--- src/rtl/lifo_arbiter.sv ---
// Round-robin arbiter sharing one LIFO stack between two clients; push acks in 3 cycles, pop in 4.
// Requests are sampled only in IDLE, so a client waits by holding req high until its ack.
module lifo_arbiter #(
  parameter int DATA_WIDTH = 8
) (
  input  logic                  clock,
  input  logic                  resetn,
  input  logic                  req0,
  input  logic                  req1,
  input  logic                  op0,
  input  logic                  op1,
  input  logic [DATA_WIDTH-1:0] wdata0,
  input  logic [DATA_WIDTH-1:0] wdata1,
  output logic                  ack0,
  output logic                  ack1,
  output logic                  err0,
  output logic                  err1,
  output logic [DATA_WIDTH-1:0] rdata0,
  output logic [DATA_WIDTH-1:0] rdata1,
  output logic                  busy,
  output logic                  stk_write_en,
  output logic                  stk_read_en,
  output logic [DATA_WIDTH-1:0] stk_data_in,
  input  logic [DATA_WIDTH-1:0] stk_data_out,
  input  logic                  stk_empty,
  input  logic                  stk_full
);

  typedef enum logic [1:0] {IDLE, ISSUE, CAPTURE, ACK} state_t;

  state_t                state;
  logic                  win_q;
  logic                  op_q;
  logic                  err_q;
  logic                  last_grant;

  logic                  grant;
  logic                  grant_op;
  logic [DATA_WIDTH-1:0] grant_wdata;

  // On a tie the client that did not win last time takes the grant.
  assign grant       = (req0 && req1) ? ~last_grant : req1;
  assign grant_op    = grant ? op1 : op0;
  assign grant_wdata = grant ? wdata1 : wdata0;

  // The stack only changes on our own strobes, so its flags are stable from the
  // grant edge through ISSUE; deciding at the grant lets the strobes be registers.
  always_ff @(posedge clock) begin
    if (!resetn) begin
      state        <= IDLE;
      win_q        <= 1'b0;
      op_q         <= 1'b0;
      err_q        <= 1'b0;
      last_grant   <= 1'b1;
      rdata0       <= '0;
      rdata1       <= '0;
      stk_write_en <= 1'b0;
      stk_read_en  <= 1'b0;
      stk_data_in  <= '0;
    end else begin
      stk_write_en <= 1'b0;
      stk_read_en  <= 1'b0;
      case (state)
        IDLE: begin
          if (req0 || req1) begin
            win_q       <= grant;
            last_grant  <= grant;
            op_q        <= grant_op;
            stk_data_in <= grant_wdata;
            if (grant_op) begin
              stk_read_en <= !stk_empty;
              err_q       <= stk_empty;
            end else begin
              stk_write_en <= !stk_full;
              err_q        <= stk_full;
            end
            state <= ISSUE;
          end
        end
        ISSUE: begin
          state <= (op_q && !err_q) ? CAPTURE : ACK;
        end
        CAPTURE: begin
          if (win_q) rdata1 <= stk_data_out;
          else       rdata0 <= stk_data_out;
          state <= ACK;
        end
        ACK: begin
          state <= IDLE;
        end
        default: state <= IDLE;
      endcase
    end
  end

  assign busy = (state != IDLE);
  assign ack0 = (state == ACK) && !win_q;
  assign ack1 = (state == ACK) &&  win_q;
  assign err0 = ack0 && err_q;
  assign err1 = ack1 && err_q;

endmodule

--- config.mk ---
export PLATFORM = sky130hd
export DESIGN_NAME = lifo_arbiter
export DESIGN_NICKNAME = d
export VERILOG_FILES = /design/src/rtl/lifo_arbiter.sv
export SDC_FILE = /design/constraint.sdc
export NUM_CORES = 1
export LEC_CHECK = 0
export CAP_MARGIN = 20
export CORE_ASPECT_RATIO = 1.75
export CORE_MARGIN = 2
export CORE_UTILIZATION = 44
export DETAILED_ROUTE_END_ITERATION = 16
export PLACE_DENSITY = 0.92
export SLEW_MARGIN = 20
export SYNTH_ARGS = -nofsm -noshare
export SYNTH_HDL_FRONTEND = slang
export SYNTH_SLANG_ARGS = --single-unit
--- constraint.sdc ---
create_clock -name clock -period 3.6 [get_ports clock]
set_input_delay 1.08 -clock clock [delete_from_list [all_inputs] [get_ports clock]]
set_output_delay 1.08 -clock clock [all_outputs]
set_load 0.005 [all_outputs]
# Yosys cells after proc, flatten, opt, wreduce, memory -nomap -nowiden
# Cells that the tools add are included.
# op_classes
n_eq_ne,4
n_mux,7
bitwise,5
reduce_logical,18
# ops
operator,count
$mux W8,1
$pmux W2 S4,1
$logic_and A1 B1 Y1,6
$reduce_and A2 Y1,3
$not A1 Y1,5
$eq A2 B2 Y1 const B,2
$logic_not A1 Y1,4
$mux W1,4
$reduce_and A4 Y1,1
$reduce_or A4 Y1,1
$eq A2 B1 Y1 const B,1
$logic_not A2 Y1,1
$mux W2,1
$ne A2 B2 Y1 const B,1
$reduce_bool A2 Y1,1
$logic_or A1 B1 Y1,1
# word_totals
register_bits,32
in_bits,32
out_inout_bits,31
elab_cells,44

# Logic depth before layout (Yosys ltp)
# logic_depth
ltp_word,4
mapped_depth,7
ltp_nobuf,5

# Worst setup path before layout
# OpenSTA, ideal clock, no wires.
# synth_timing
path_kind,register to output
start,reg state[1]
end,out err0
arrival_time_ns,0.856
t_required_ns,2.520
slack_ns,1.664
path_stages_with_launch,4
path_buffers,0
cell_sequence,dfxtp_1 ha_1 nor2b_1 and2_1
# synth_via
elab_chain_cells,3
# synth_lines
element,line,source
"start, declared",31,state_t state;
"start signal, assigned",81,state <= (op_q && !err_q) ? CAPTURE : ACK;
$eq A2 B2 Y1,97,assign ack0 = (state == ACK) && !win_q;
$logic_and A1 B1 Y1,97,
named net ack0,14,"output logic ack0,"
$logic_and A1 B1 Y1,99,assign err0 = ack0 && err_q;
"end, declared",16,"output logic err0,"
# The timed path passes the listed nets, and every way through them passes these cells.

# Worst setup path after layout
# layout_timing
start,reg state[1]
end,out err0
# layout_via
elab_chain_cells,3
# layout_lines
element,line
$eq A2 B2 Y1,97
$logic_and A1 B1 Y1,97
$logic_and A1 B1 Y1,99
# Every way passes these cells.

==> results.md <==
STA:
- The transition time at the pin with the least slew margin is between 0.8 and 0.9 ns.
- The routed design could run at a clock period as short as 2.80 ns.
- Summed over all failing endpoints, the final setup total negative slack is 0 ns.
- For the final database, setup skew stands at between 0.003 and 0.004 ns.
- The max-slew violation total from the final report came to 0.
- Setup violations remaining at the end of the flow were counted as 0.
- The headroom to the max-slew limit is 0.436.
- The worst hold slack after final layout is 0.466 ns.
- Setup repair after global routing left no endpoint under its margin.
- The final number of hold-violating endpoints is 0.
- The fmax is between 0.3 and 0.4 GHz.
- The final worst setup slack is ~0.8 ns.
- The post-route clock period utilization is 0.778.

Floorplanning:
- The width of the die is between 40 and 50 um.
- The placeable core area is a little over 3000 um^2.
- The vertical die dimension is between 70 and 80 um.
- During I/O placement, the number of pins put on the boundary was 63.
- The total die area is roughly 3700 um^2.
- For this configuration, the core starts out at a cell density of 0.455.
- The total number of placement rows is 27.

Worst setup path:
- In this run the register-to-register setup slack is roughly 1.8 ns.
- The worst register-to-register path ends at err_q.
- The startpoint kind of the worst setup timing path is a register.
- On the worst path, the slowest cell contributes a delay of around 0.5 ns.
- The maximum fanout along the worst path is 5.
- The reg-to-reg critical path startpoint is state[0].
- The worst endpoint required time is 2.52 ns.
- The slowest stage of the critical path is the sky130_fd_sc_hd__clkdlybuf4s50_1 cell.
- The path type of the worst setup path is reg2out.
- The signal on the critical path passes through ha_1 -> nor2b_1 -> and2_1 -> clkdlybuf4s50_1.
- For the worst flop-to-flop path, the logic depth is 5.
- The nature of the critical path endpoint is an output pin.
- The data arrival time of the critical path is roughly 1.7 ns.

Drt:
- Summed over all layers, the routed wires come to 3.39 mm.
- The DRC violation count after routing is 0.
- Using the TritonRoute via totals, the vias-per-cell ratio works out to about 5.1.
- In this run, the number of DRC markers left after iteration 0 of detailed routing was 22.
- The remaining number of nets flagged by the antenna check after routing is 0.
- The number of iterations in the first detailed-routing pass is 4.
- The routed wire length per instance is ~13 um.
- The via total after detailed routing is 1389.

Yosys:
- The prevailing post-synth register cell is sky130_fd_sc_hd__dfxtp_1.
- sky130_fd_sc_hd__nand2_1 is the most common cell in the netlist.
- The share of async-settable or async-resettable flops after synthesis is 0.
- The count of flip-flops with a built-in enable after synthesis is 0.
- The number of instances in the synthesized netlist is around 170.
- The commonest cells after synthesis are 44 x sky130_fd_sc_hd__nand2_1, 32 x sky130_fd_sc_hd__dfxtp_1, 16 x sky130_fd_sc_hd__a21boi_0, 12 x sky130_fd_sc_hd__o21ai_0.
- During synthesis, Yosys emitted a total of 0 warnings.
- The fraction of the yosys area taken by sequential cells is 0.453.
- The mean area per synthesized cell is approximately 8.4 um^2.
- Yosys attributes the largest share of cell area to sky130_fd_sc_hd__dfxtp_1 45%, sky130_fd_sc_hd__nand2_1 12%, sky130_fd_sc_hd__a21boi_0 8.5%, sky130_fd_sc_hd__ha_1 4.4%, sky130_fd_sc_hd__o21ai_0 4.2%.
- The synthesized design spends more area on one cell type than any other, namely sky130_fd_sc_hd__dfxtp_1.
- The number of nets in the synthesized netlist is just over 200.
- Summing every instance area after synthesis gives ~1400 um^2.
- The share of synthesized area in the top cell type comes to 0.453.
- The number of synthesized register bits is 32.
- The number of distinct standard cells referenced by the synthesized netlist is 32.

CTS:
- The clock root buffer is sky130_fd_sc_hd__clkbuf_8.
- In this run the deepest clock path goes through 2 buffers.
- Clock latency on the worst-skew pair, taken at its later pin, is 0.28 ns.
- The H-tree depth is 2.
- The post-CTS setup buffer count is 0.
- TritonCTS created 5 clock buffers.
- The clock net sink count is 32.
- After clock tree synthesis, the flow added hold-fix buffers numbering 0.
- The post-cts sizing count is 0.
- Clock-pin slew was measured on the worst setup and hold paths at roughly 0.07 ns.
- TritonCTS built the clock tree.

Min path:
- The worst hold path begins at rdata1[0].
- The destination of the worst hold path is rdata1[0].
- The path class of the tightest hold or removal check is reg2reg.
- The worst hold path was traced through 2 stages.

Job:
- The total of max-cap violations is 0.

Global route:
- The total overflow left after global routing is 0.
- Across every metal layer, demand over resource in global routing totals 0.205.
- Entering global routing, the biggest net connects 32 pins.
- The via count of the first global-routing pass is approximately 1400.
- The first-pass GRT wire length is 5.46 mm.
- The number of antenna violations at the first check in global routing is 0.

Status:
- The run finished with clean final reports.

Placed design:
- Summed over all nets, the half-perimeter wirelength after detailed placement is approximately 2.5 mm.
- The number of port buffers is 62.
- OpenSTA, run right after detailed placement, puts the worst setup slack at roughly 0.94 ns.
- The placer congestion estimate is between 0.7 and 0.8.

Cells and area:
- The area growth from synthesis to layout is 52.2%.
- Of the cells placed in the final design, the portion with a size suffix greater than 1 is 0.0482.
- The total inserted antenna cells is 0.
- After the last flow step, the layout net total stands at between 200 and 300.

Power:
- For this design the static power due to leakage is ~0.80 nW.
- IR analysis of the VDD net gives a maximum drop of approximately 0.00043 V.
- The total power per unit cell area is about 600 nW/um^2.
-- area by class of cell --
type	instances	area [um^2]
sequential	32	641
multi-input combinational	122	716
clock buffer	6	72.6
fill	252	955
timing repair buffer	62	621
inverter	4	15.0
clock inverter	2	35.0
tap	43	53.8
-- sequential cells by signal, summed over array words and instances, names as in the netlist --
signal,cells
rdata0,8
rdata1,8
stk_data_in,8
state,2
err_q,1
last_grant,1
op_q,1
stk_read_en,1
stk_write_en,1
win_q,1
-- worst max path at each step --
| stage | cells after the start | start | to | slack, ns |
|---|---|---|---|---|
| 2_1_floorplan | 3 | state[1] | err0 | 1.66 |
| 3_3_place_gp | 4 | req0 | stk_write_en | 1.01 |
| 3_5_place_dp | 4 | req1 | err_q | 0.94 |
| 4_1_cts | 4 | state[1] | err0 | 0.78 |
| 5_1_grt | 4 | state[1] | err0 | 0.69 |
| 6_report | 4 | state[1] | err0 | 0.80 |
-- power by group --
part	internal (mW)	leakage [nW]	switching, mW
registers	0.431	0.262	0.0531
logic	0.230	0.478	0.208
clock network	0.205	0.0552	0.131
total	0.867	0.795	0.392
-- kinds of logic (layout without fill, tap and decap cells) --
family	after synthesis	in the layout	share of synthesized area
mux	3	3	0.0221
simple gates	69	69	0.225
compound gates	45	45	0.215
buf+inv	14	74	0.0415
fa+ha+maj	5	5	0.0442
flops	32	32	0.453
-- metal layers --
| layer | GRT usage | wire, um | share of wire | vias to the layer above |
|---|---|---|---|---|
| met4 | 0.122 | 119 | 0.035 | 0 |
| li1 | - | - | - | 688 |
| met5 | 0 | 0 | 0 | - |
| met3 | 0.0568 | 201 | 0.059 | 9 |
| met2 | 0.358 | 1840 | 0.54 | 49 |
| met1 | 0.197 | 1230 | 0.36 | 643 |
-- worst max-delay path: cells and delay by family, from the launching register on --
| family | cells | cell delay [ns] |
|---|---|---|
| adder cells (fa/ha/maj) | 1 | 0.20 |
| buffers and inverters | 1 | 0.49 |
| flip-flops | 1 | 0.39 |
| AND/OR/NAND/NOR | 2 | 0.36 |
-- placed cells by master (no fill, tap or decap), types with 2 or more instances in the layout --
master and n:
sky130_fd_sc_hd__nand2_1 44, sky130_fd_sc_hd__o21ai_0 12, sky130_fd_sc_hd__a21boi_0 16, sky130_fd_sc_hd__and2_1 3, sky130_fd_sc_hd__nor2b_1 3, sky130_fd_sc_hd__mux2i_1 2
sky130_fd_sc_hd__dfxtp_1 32, sky130_fd_sc_hd__clkbuf_8 5, sky130_fd_sc_hd__nand2b_1 2, sky130_fd_sc_hd__and3_1 3, sky130_fd_sc_hd__a31oi_1 8, sky130_fd_sc_hd__clkdlybuf4s50_1 62
sky130_fd_sc_hd__ha_1 5, sky130_fd_sc_hd__nand3_1 8, sky130_fd_sc_hd__a21oi_1 2, sky130_fd_sc_hd__inv_1 4
-- metrics by stage --
stage / utilization / area, um^2 / instances / total power [mW]
after floorplan: - / 1420 / 168 / 0.724
after global placement: 0.658 / 2050 / 263 / 0.913
after detailed placement: 0.658 / 2050 / 263 / 0.930
after CTS: 0.693 / 2150 / 271 / 1.27
after global routing: 0.693 / 2150 / 271 / 1.35
final: 0.693 / 2150 / 271 / 1.26
No activity file was read; power rests on OpenSTA's default activity.
